## config.mk

```make
export PLATFORM = sky130hd
export DESIGN_NAME = rv32i_fetch_unit
export DESIGN_NICKNAME = d
export VERILOG_FILES = /design/src/rtl/rv32i_fetch_unit.sv
export SDC_FILE = /design/constraint.sdc
export NUM_CORES = 1
export LEC_CHECK = 0
export BUFFER_PORTS_ARGS = -buffer_cell sky130_fd_sc_hd__buf_2
export CAP_MARGIN = 20
export CORE_ASPECT_RATIO = 0.8
export CORE_MARGIN = 2
export CORE_UTILIZATION = 61
export DETAILED_ROUTE_END_ITERATION = 10
export GPL_ROUTABILITY_DRIVEN = 0
export HOLD_SLACK_MARGIN = 0.02
export PLACE_DENSITY = 0.85
export SLEW_MARGIN = 20
export SYNTH_ARGS = -nofsm -noshare
export SYNTH_HDL_FRONTEND = slang
export SYNTH_SLANG_ARGS = --single-unit
export TNS_END_PERCENT = 10
```

## constraint.sdc

```tcl
create_clock -name clk -period 11.05 [get_ports clk]
set_input_delay 0 -clock clk [delete_from_list [all_inputs] [get_ports clk]]
set_output_delay 0 -clock clk [all_outputs]
set_load 0.02 [all_outputs]
```

## src/rtl/rv32i_fetch_unit.sv

```systemverilog
// RV32I fetch stage: credit-limited req/gnt/rvalid fetch, PC-tagged instruction FIFO, redirect flush.
// Optional build macro RV32I_FETCH_BYPASS_EN forwards a response straight to decode when the FIFO is empty.
module rv32i_fetch_unit #(
    parameter logic [31:0] RESET_PC        = 32'h0000_0000,
    parameter int unsigned FIFO_DEPTH      = 2,
    parameter int unsigned MAX_OUTSTANDING = 2
) (
    input  logic        clk,
    input  logic        rst_n,
    output logic        imem_req_o,
    output logic [31:0] imem_addr_o,
    input  logic        imem_gnt_i,
    input  logic        imem_rvalid_i,
    input  logic [31:0] imem_rdata_i,
    input  logic        redirect_i,
    input  logic [31:0] redirect_pc_i,
    output logic        id_valid_o,
    input  logic        id_ready_i,
    output logic [31:0] id_inst_o,
    output logic [31:0] id_pc_o
);

    localparam logic [31:0] NOP_INST = 32'h0000_0013;
    localparam int unsigned FA_W = (FIFO_DEPTH > 1) ? $clog2(FIFO_DEPTH) : 1;
    localparam int unsigned FC_W = $clog2(FIFO_DEPTH + 1);
    localparam int unsigned QA_W = (MAX_OUTSTANDING > 1) ? $clog2(MAX_OUTSTANDING) : 1;
    localparam int unsigned OC_W = $clog2(MAX_OUTSTANDING + 1);

    typedef struct packed {
        logic [31:0] inst;
        logic [31:0] pc;
    } fetch_entry_t;

    logic              fetch_en;
    logic [31:0]       fetch_pc;
    logic [OC_W-1:0]   outstanding;
    logic [OC_W-1:0]   outstanding_nxt;
    logic [OC_W-1:0]   discard;
    logic [31:0]       pcq_mem [MAX_OUTSTANDING];
    logic [QA_W-1:0]   pcq_rd;
    logic [QA_W-1:0]   pcq_wr;
    fetch_entry_t      fifo_mem [FIFO_DEPTH];
    logic [FA_W-1:0]   fifo_rd;
    logic [FA_W-1:0]   fifo_wr;
    logic [FC_W-1:0]   fifo_count;
    logic [31:0]       last_pc;
    fetch_entry_t      fifo_head;
    logic [31:0]       rsp_pc;
    logic              gnt_fire;
    logic              rsp_fire;
    logic              rsp_keep;
    logic              fifo_empty;
    logic              fifo_push;
    logic              fifo_pop;
    logic              id_fire;
    logic [1:0]        unused_redirect_lsbs;

    function automatic logic [QA_W-1:0] pcq_next(input logic [QA_W-1:0] ptr);
        return (32'(ptr) == MAX_OUTSTANDING - 1) ? '0 : ptr + QA_W'(1);
    endfunction

    assign unused_redirect_lsbs = redirect_pc_i[1:0];

    // fetch_en keeps the request low for the first cycle out of reset.
    assign imem_req_o  = fetch_en && !redirect_i
                         && (32'(outstanding) + 32'(fifo_count) < FIFO_DEPTH)
                         && (32'(outstanding) < MAX_OUTSTANDING);
    assign imem_addr_o = fetch_pc;

    assign gnt_fire   = imem_req_o && imem_gnt_i;
    assign rsp_fire   = imem_rvalid_i && (outstanding != '0);
    assign rsp_keep   = rsp_fire && (discard == '0);
    assign rsp_pc     = pcq_mem[pcq_rd];
    assign fifo_empty = (fifo_count == '0);
    assign fifo_head  = fifo_mem[fifo_rd];
    assign fifo_pop   = !fifo_empty && id_ready_i;
    assign id_fire    = id_valid_o && id_ready_i;

`ifdef RV32I_FETCH_BYPASS_EN
    logic bypass;
    assign bypass = rsp_keep && fifo_empty && !redirect_i;
`endif

    always_comb begin
        // NOTE: every output gets a default first so no path can infer a latch.
        id_valid_o = !fifo_empty;
        id_inst_o  = fifo_empty ? NOP_INST : fifo_head.inst;
        id_pc_o    = fifo_empty ? last_pc  : fifo_head.pc;
        fifo_push  = rsp_keep;
`ifdef RV32I_FETCH_BYPASS_EN
        if (bypass) begin
            id_valid_o = 1'b1;
            id_inst_o  = imem_rdata_i;
            id_pc_o    = rsp_pc;
            fifo_push  = !id_ready_i;
        end
`endif
    end

    always_comb begin
        outstanding_nxt = outstanding;
        if (gnt_fire && !rsp_fire) begin
            outstanding_nxt = outstanding + OC_W'(1);
        end else if (!gnt_fire && rsp_fire) begin
            outstanding_nxt = outstanding - OC_W'(1);
        end
    end

    // NOTE: state uses non-blocking assignments so every register samples pre-edge values.
    always_ff @(posedge clk or negedge rst_n) begin
        if (!rst_n) begin
            fetch_en    <= 1'b0;
            fetch_pc    <= RESET_PC;
            outstanding <= '0;
            discard     <= '0;
            pcq_rd      <= '0;
            pcq_wr      <= '0;
            fifo_rd     <= '0;
            fifo_wr     <= '0;
            fifo_count  <= '0;
            last_pc     <= RESET_PC;
        end else begin
            fetch_en    <= 1'b1;
            outstanding <= outstanding_nxt;
            if (gnt_fire) pcq_wr <= pcq_next(pcq_wr);
            if (rsp_fire) pcq_rd <= pcq_next(pcq_rd);
            if (id_fire)  last_pc <= id_pc_o;
            // Redirect discards whatever is still in flight once this cycle settles.
            if (redirect_i) begin
                fetch_pc   <= {redirect_pc_i[31:2], 2'b00};
                discard    <= outstanding_nxt;
                fifo_rd    <= '0;
                fifo_wr    <= '0;
                fifo_count <= '0;
            end else begin
                if (gnt_fire) fetch_pc <= fetch_pc + 32'd4;
                if (rsp_fire && (discard != '0)) discard <= discard - OC_W'(1);
                if (fifo_push) fifo_wr <= fifo_wr + FA_W'(1);
                if (fifo_pop)  fifo_rd <= fifo_rd + FA_W'(1);
                fifo_count <= fifo_count + FC_W'(fifo_push) - FC_W'(fifo_pop);
            end
        end
    end

    // NOTE: storage arrays are not reset; pointers and counts alone define validity.
    always_ff @(posedge clk) begin
        if (gnt_fire) pcq_mem[pcq_wr] <= fetch_pc;
        if (fifo_push && !redirect_i) fifo_mem[fifo_wr] <= fetch_entry_t'({imem_rdata_i, rsp_pc});
    end

    stray_rvalid: assert property (@(posedge clk) disable iff (!rst_n)
                                   imem_rvalid_i |-> (outstanding != '0));

endmodule
```

-- Yosys cells after proc, flatten, opt, wreduce, memory -nomap -nowiden
Memories as Yosys holds them, arrays and structs flattened.
Cells that the tools add are included.
- add/subtract/negate cells: 11
- magnitude comparators: 2
- mux-type cells: 19
- reduce and logical (&&, ||, !) cells: 23
- operator list (operator ; count):
    $mux 32 ; 4
    $add 32x3->32 const B ; 1
    $reduce_bool 2->1 ; 6
    $logic_and 1x1->1 ; 11
    $mux 1 ; 10
    $mux 2 ; 5
    $add 1x1->1 const B ; 4
    $logic_not 1->1 ; 4
    $logic_not 2->1 ; 2
    $sub 2x1->2 const B ; 2
    $add 2x2->3 ; 1
    $lt 3x2->1 const B ; 1
    $add 2x1->2 ; 1
    $add 2x1->2 const B ; 1
    $lt 2x2->1 const B ; 1
    $sub 2x1->2 ; 1
- register bits after elaboration: 75
- memory bits (writable): 192
- output and inout port bits: 98
- word-level logic and storage cells: 67
- memories: 2
- memories (memory ; words ; width ; read ports ; clocked after memory_dff ; write ports ; line ; text):
    fifo_mem ; 2 ; 64 ; 1 ; 0 ; 1 ; 42 ; fetch_entry_t fifo_mem [FIFO_DEPTH];
    pcq_mem ; 2 ; 32 ; 1 ; 0 ; 1 ; 39 ; logic [31:0] pcq_mem [MAX_OUTSTANDING];

-- Longest topological paths before layout
- depth in word-level cells: 10
- depth in mapped cells: 10
- gate-level depth less buffers: 9

-- Worst setup path before layout
No wires, ideal clock.
- kind: register to register
- from: register outstanding[1]
- to: memory fifo_mem[1][10] (netlist name) (enable)
- arrival time: 5546 ps
- setup slack: 4933 ps
- stages on the path, launching flop included: 6
- buffers on the path: 0
- clock period less this slack: 6117 ps
- cells stage by stage: dfrtp_1 -> inv_1 -> ha_1 -> nor2b_1 -> nand2_1 -> nor3b_1
- longest elaborated chain between the ends: 6
- RTL lines (what ; line ; text):
    start, declared ; 36 ; logic [OC_W-1:0] outstanding;
    start signal, assigned ; 124 ; outstanding <= outstanding_nxt;
    $reduce_bool 2->1 ; 71 ; assign rsp_fire = imem_rvalid_i && (outstanding != '0);
    $logic_and 1x1->1 ; 71 ;
    $logic_and 1x1->1 ; 72 ; assign rsp_keep = rsp_fire && (discard == '0);
    $logic_and 1x1->1 ; 148 ; if (fifo_push && !redirect_i) fifo_mem[fifo_wr] <= fetch_entry_t'({imem_rdata_i, rsp_pc});
    $mux 1 ; 148 ;
    $mux 1 (not written as such) ; 148 ;
    end, declared ; 42 ;
No other way between the ends.

-- Final worst setup path
- from: register fifo_count[0]
- to: memory pcq_mem[0][19] (enable)
- longest elaborated chain between the ends: 7
- RTL lines (what ; line ; text):
    start, declared ; 45 ; logic [FC_W-1:0] fifo_count;
    start signal, assigned ; 140 ; fifo_count <= fifo_count + FC_W'(fifo_push) - FC_W'(fifo_pop);
    $add 2x2->3 ; 66 ; && (32'(outstanding) + 32'(fifo_count) < FIFO_DEPTH)
    $lt 3x2->1 ; 66 ;
    $logic_and 1x1->1 ; 66 ;
    $logic_and 1x1->1 ; 67 ; && (32'(outstanding) < MAX_OUTSTANDING);
    $logic_and 1x1->1 ; 70 ; assign gnt_fire = imem_req_o && imem_gnt_i;
    $mux 1 ; 147 ; if (gnt_fire) pcq_mem[pcq_wr] <= fetch_pc;
    $mux 1 (not written as such) ; 147 ;
    end, declared ; 39 ;
No other way between the ends.

==> impl_metrics.env <==
export IMPL_first_pass_iters=5
export IMPL_max_freq_mhz=311.5
export IMPL_syn_inst=771
export IMPL_globalRouteOverflowTotal=0
export IMPL_status="completed"
export IMPL_cts_sinks=257
export IMPL_async_reset_ff_share_pct=28.40
export IMPL_cp_start_kind="flip-flop"
export IMPL_drt_iter0_markers=614
export IMPL_finish_net_count=1073
export IMPL_critPathCaptureType="flip-flop"
export IMPL_cts_root_buf="clkbuf_16"
export IMPL_final_cell_mix="184 x edfxtp_1, 163 x buf_2, 81 x nor2_1"
export IMPL_fp_coreArea_sq_um=16710
export IMPL_yosysSeqAreaShare_pct=69.80
export IMPL_rows=42
export IMPL_period_share_pct=29.05
export IMPL_clk_latency_ns=0.52
export IMPL_cts_buffers=25
export IMPL_ant_nets=0
export IMPL_synth_edf_count=184
export IMPL_hold_path_class="primary input to asynchronous set/reset pin"
export IMPL_place_inst=1126
export IMPL_die_w_um=150.9
export IMPL_ys_flop_type="edfxtp_1"
export IMPL_die_y_um=121.5
export IMPL_p_leak_nw=5.126
export IMPL_slew_violations=0
export IMPL_fin_worst_skew_ns=0.02055
export IMPL_critPathSlowestCell="nand2_2"
export IMPL_path_class="flip-flop to flip-flop"
export IMPL_rsz0062_at_grt="false"
export IMPL_yosysWarnings=0
export IMPL_grt_pass1_vias=7370
export IMPL_tritoncts="done"
export IMPL_arrival_ns=3.37
export IMPL_p_total_mw=3.240
export IMPL_drc=0
export IMPL_vias=7224
export IMPL_cp_max_fo=32
export IMPL_dieArea_sq_um=18340
export IMPL_powerDensity_nw_per_um2=248.2
export IMPL_grt_pass1_wl_mm=38.11
export IMPL_final_common_cell="edfxtp_1"
export IMPL_routedWlPerCell_um=19.58
export IMPL_clockBufferDepth=3
export IMPL_tightestPinTransition_ns=1.114
export IMPL_n_antenna_cell=0
export IMPL_final_hold_viol_count=0
export IMPL_grt_max_degree=74
export IMPL_ir_drop_mv=0.1569
export IMPL_cts_resized=0
export IMPL_synth_seq_cells=257
export IMPL_io_pins=168
export IMPL_cap_violations=0
export IMPL_htree_levels=1
export IMPL_fin_tns_setup_ns=0
export IMPL_yosys_cell_types_count=50
export IMPL_areaGrowthSynthToFinish_pct=23.96
export IMPL_synth_area_per_cell_sq_um=13.66
export IMPL_antenna_found_initial=0
export IMPL_stdcell_count=1236
export IMPL_synth_area_sq_um=10530
export IMPL_setup_viol=0
export IMPL_viasPerCell=5.845
export IMPL_fin_crit_ns=3.211
export IMPL_critical_path_cell_chain="and2_1, fa_1, nor4b_1, nand2_2, nor2_2, buf_4"
export IMPL_required_ns=11.21
export IMPL_grt_use_total_pct=26.89
export IMPL_max_slew_margin_rel_pct=25.76
export IMPL_drt_total_wl_mm=24.20
export IMPL_clkTransAtPathRegs_ns=0.06
export IMPL_port_buffers=163
export IMPL_layout_drive_gt1_share_pct=26.18
export IMPL_critPathMaxStageDelay_ns=0.52
export IMPL_initial_core_util_pct=63.03
export IMPL_hpwl_mm=13.65
logic make-up (layout without fill, tap and decap cells):
family / after synthesis / after routing / share of synthesized area, %
multiplexers: 97 / 97 / 9.587
XOR/XNOR: 11 / 11 / 0.9148
buffers and inverters: 52 / 296 / 2.103
other: 2 / 3 / 0.07130
AND/OR/NAND/NOR: 229 / 229 / 10.26
AO/OA/AOI/OAI: 117 / 117 / 6.474
flip-flops: 257 / 257 / 69.80
adder cells (fa/ha/maj): 6 / 6 / 0.7840
final cells by class:
cell class                 instances  area (sq um)
sequential                       257          7356
fill                             965          3655
multi-input combinational        463          2984
timing repair buffer             238          1543
clock buffer                      33         705.7
tap                              220         275.3
clock inverter                    13         147.6
inverter                          12         45.04
registers in the layout, summed over array words and instances (netlist names):
signal	cells
fifo_mem	124
fetch_en	1
pcq_wr	1
discard	2
pcq_mem	60
fifo_wr	1
imem_addr_o	30
pcq_rd	1
fifo_count	2
outstanding	2
fifo_rd	1
last_pc	32
what timing repair did:
action | 4_1_cts | 5_1_grt
setup buffers | 0 | 0
hold endpoints to repair | 168 | 0
hold buffers | 64 | 0
final timing paths:
check | from | end | slack (ns) | depth (start not counted)
worst max-delay path | fifo_count[0]$_DFF_PN0_ | pcq_mem[0][19]$_DFFE_PP_ | 7.84 | 6
max in group asynchronous | rst_n | fifo_rd$_DFFE_PN0P_ | 10.33 | 3
min in group clk | redirect_i | fifo_rd$_DFFE_PN0P_ | 0.13 | 2
worst min register to register | last_pc[12]$_DFFE_PN0P_ | last_pc[12]$_DFFE_PN0P_ | 0.48 | 2
worst min-delay path | rst_n | imem_addr_o[2]$_DFFE_PN0P_ | 0.12 | 3
worst max register to register | fifo_count[0]$_DFF_PN0_ | pcq_mem[0][19]$_DFFE_PP_ | 7.84 | 6
where the power goes:
group	internal, mW	switching, mW
combinational	0.373	0.662
clock	0.520	0.350
sequential	1.20	0.140
total	2.09	1.15
layer usage:
| metal | global-route usage (%) | up-vias | part of all wire [%] |
|---|---|---|---|
| li1 | - | 3285 | - |
| met1 | 36.18 | 3509 | 40 |
| met2 | 44.18 | 366 | 49 |
| met3 | 6.255 | 64 | 8.6 |
| met4 | 8.645 | 0 | 2.6 |
| met5 | 0 | - | 0 |
cells in the mapped netlist, types with 4 or more instances:
master | number | area, sq um
edfxtp_1 | 184 | 5525
nor2_1 | 83 | 311.6
dfrtp_1 | 73 | 1827
mux2i_1 | 66 | 660.6
nand2_1 | 66 | 247.7
o21ai_0 | 48 | 240.2
a21oi_1 | 35 | 175.2
mux2_2 | 31 | 349.1
nand3_1 | 29 | 145.1
clkbuf_1 | 24 | 90.09
inv_1 | 12 | 45.04
buf_1 | 9 | 33.78
nand4_1 | 9 | 56.30
o211ai_1 | 9 | 67.56
xnor2_1 | 8 | 70.07
a31oi_1 | 7 | 43.79
and2_1 | 7 | 43.79
and3_1 | 6 | 37.54
a221o_1 | 5 | 50.05
ha_1 | 5 | 62.56
nor2b_1 | 5 | 31.28
or3_1 | 4 | 25.02
through the flow:
| step | utilization (%) | setup WS [ns] | hold WS, ns | instance area [sq um] |
|---|---|---|---|---|
| after floorplan | - | 4.933 | -0.2956 | 10540 |
| after detailed placement | 69.15 | 7.657 | 0.1912 | 11560 |
| after CTS | 78.09 | 7.579 | 0.08961 | 13050 |
| after global routing | 78.13 | 7.710 | 0.1466 | 13060 |
| after global placement | 69.15 | 7.720 | 0.1876 | 11560 |
| final | 78.13 | 7.839 | 0.1240 | 13060 |
worst max-delay path, delay by kind of cell, from the launching register on:
kind,cells,cell delay [ns]
buf+inv,1,0.42
fa+ha+maj,1,0.47
flops,1,0.42
simple gates,4,1.53
No activity file was read; power rests on OpenSTA's default activity.
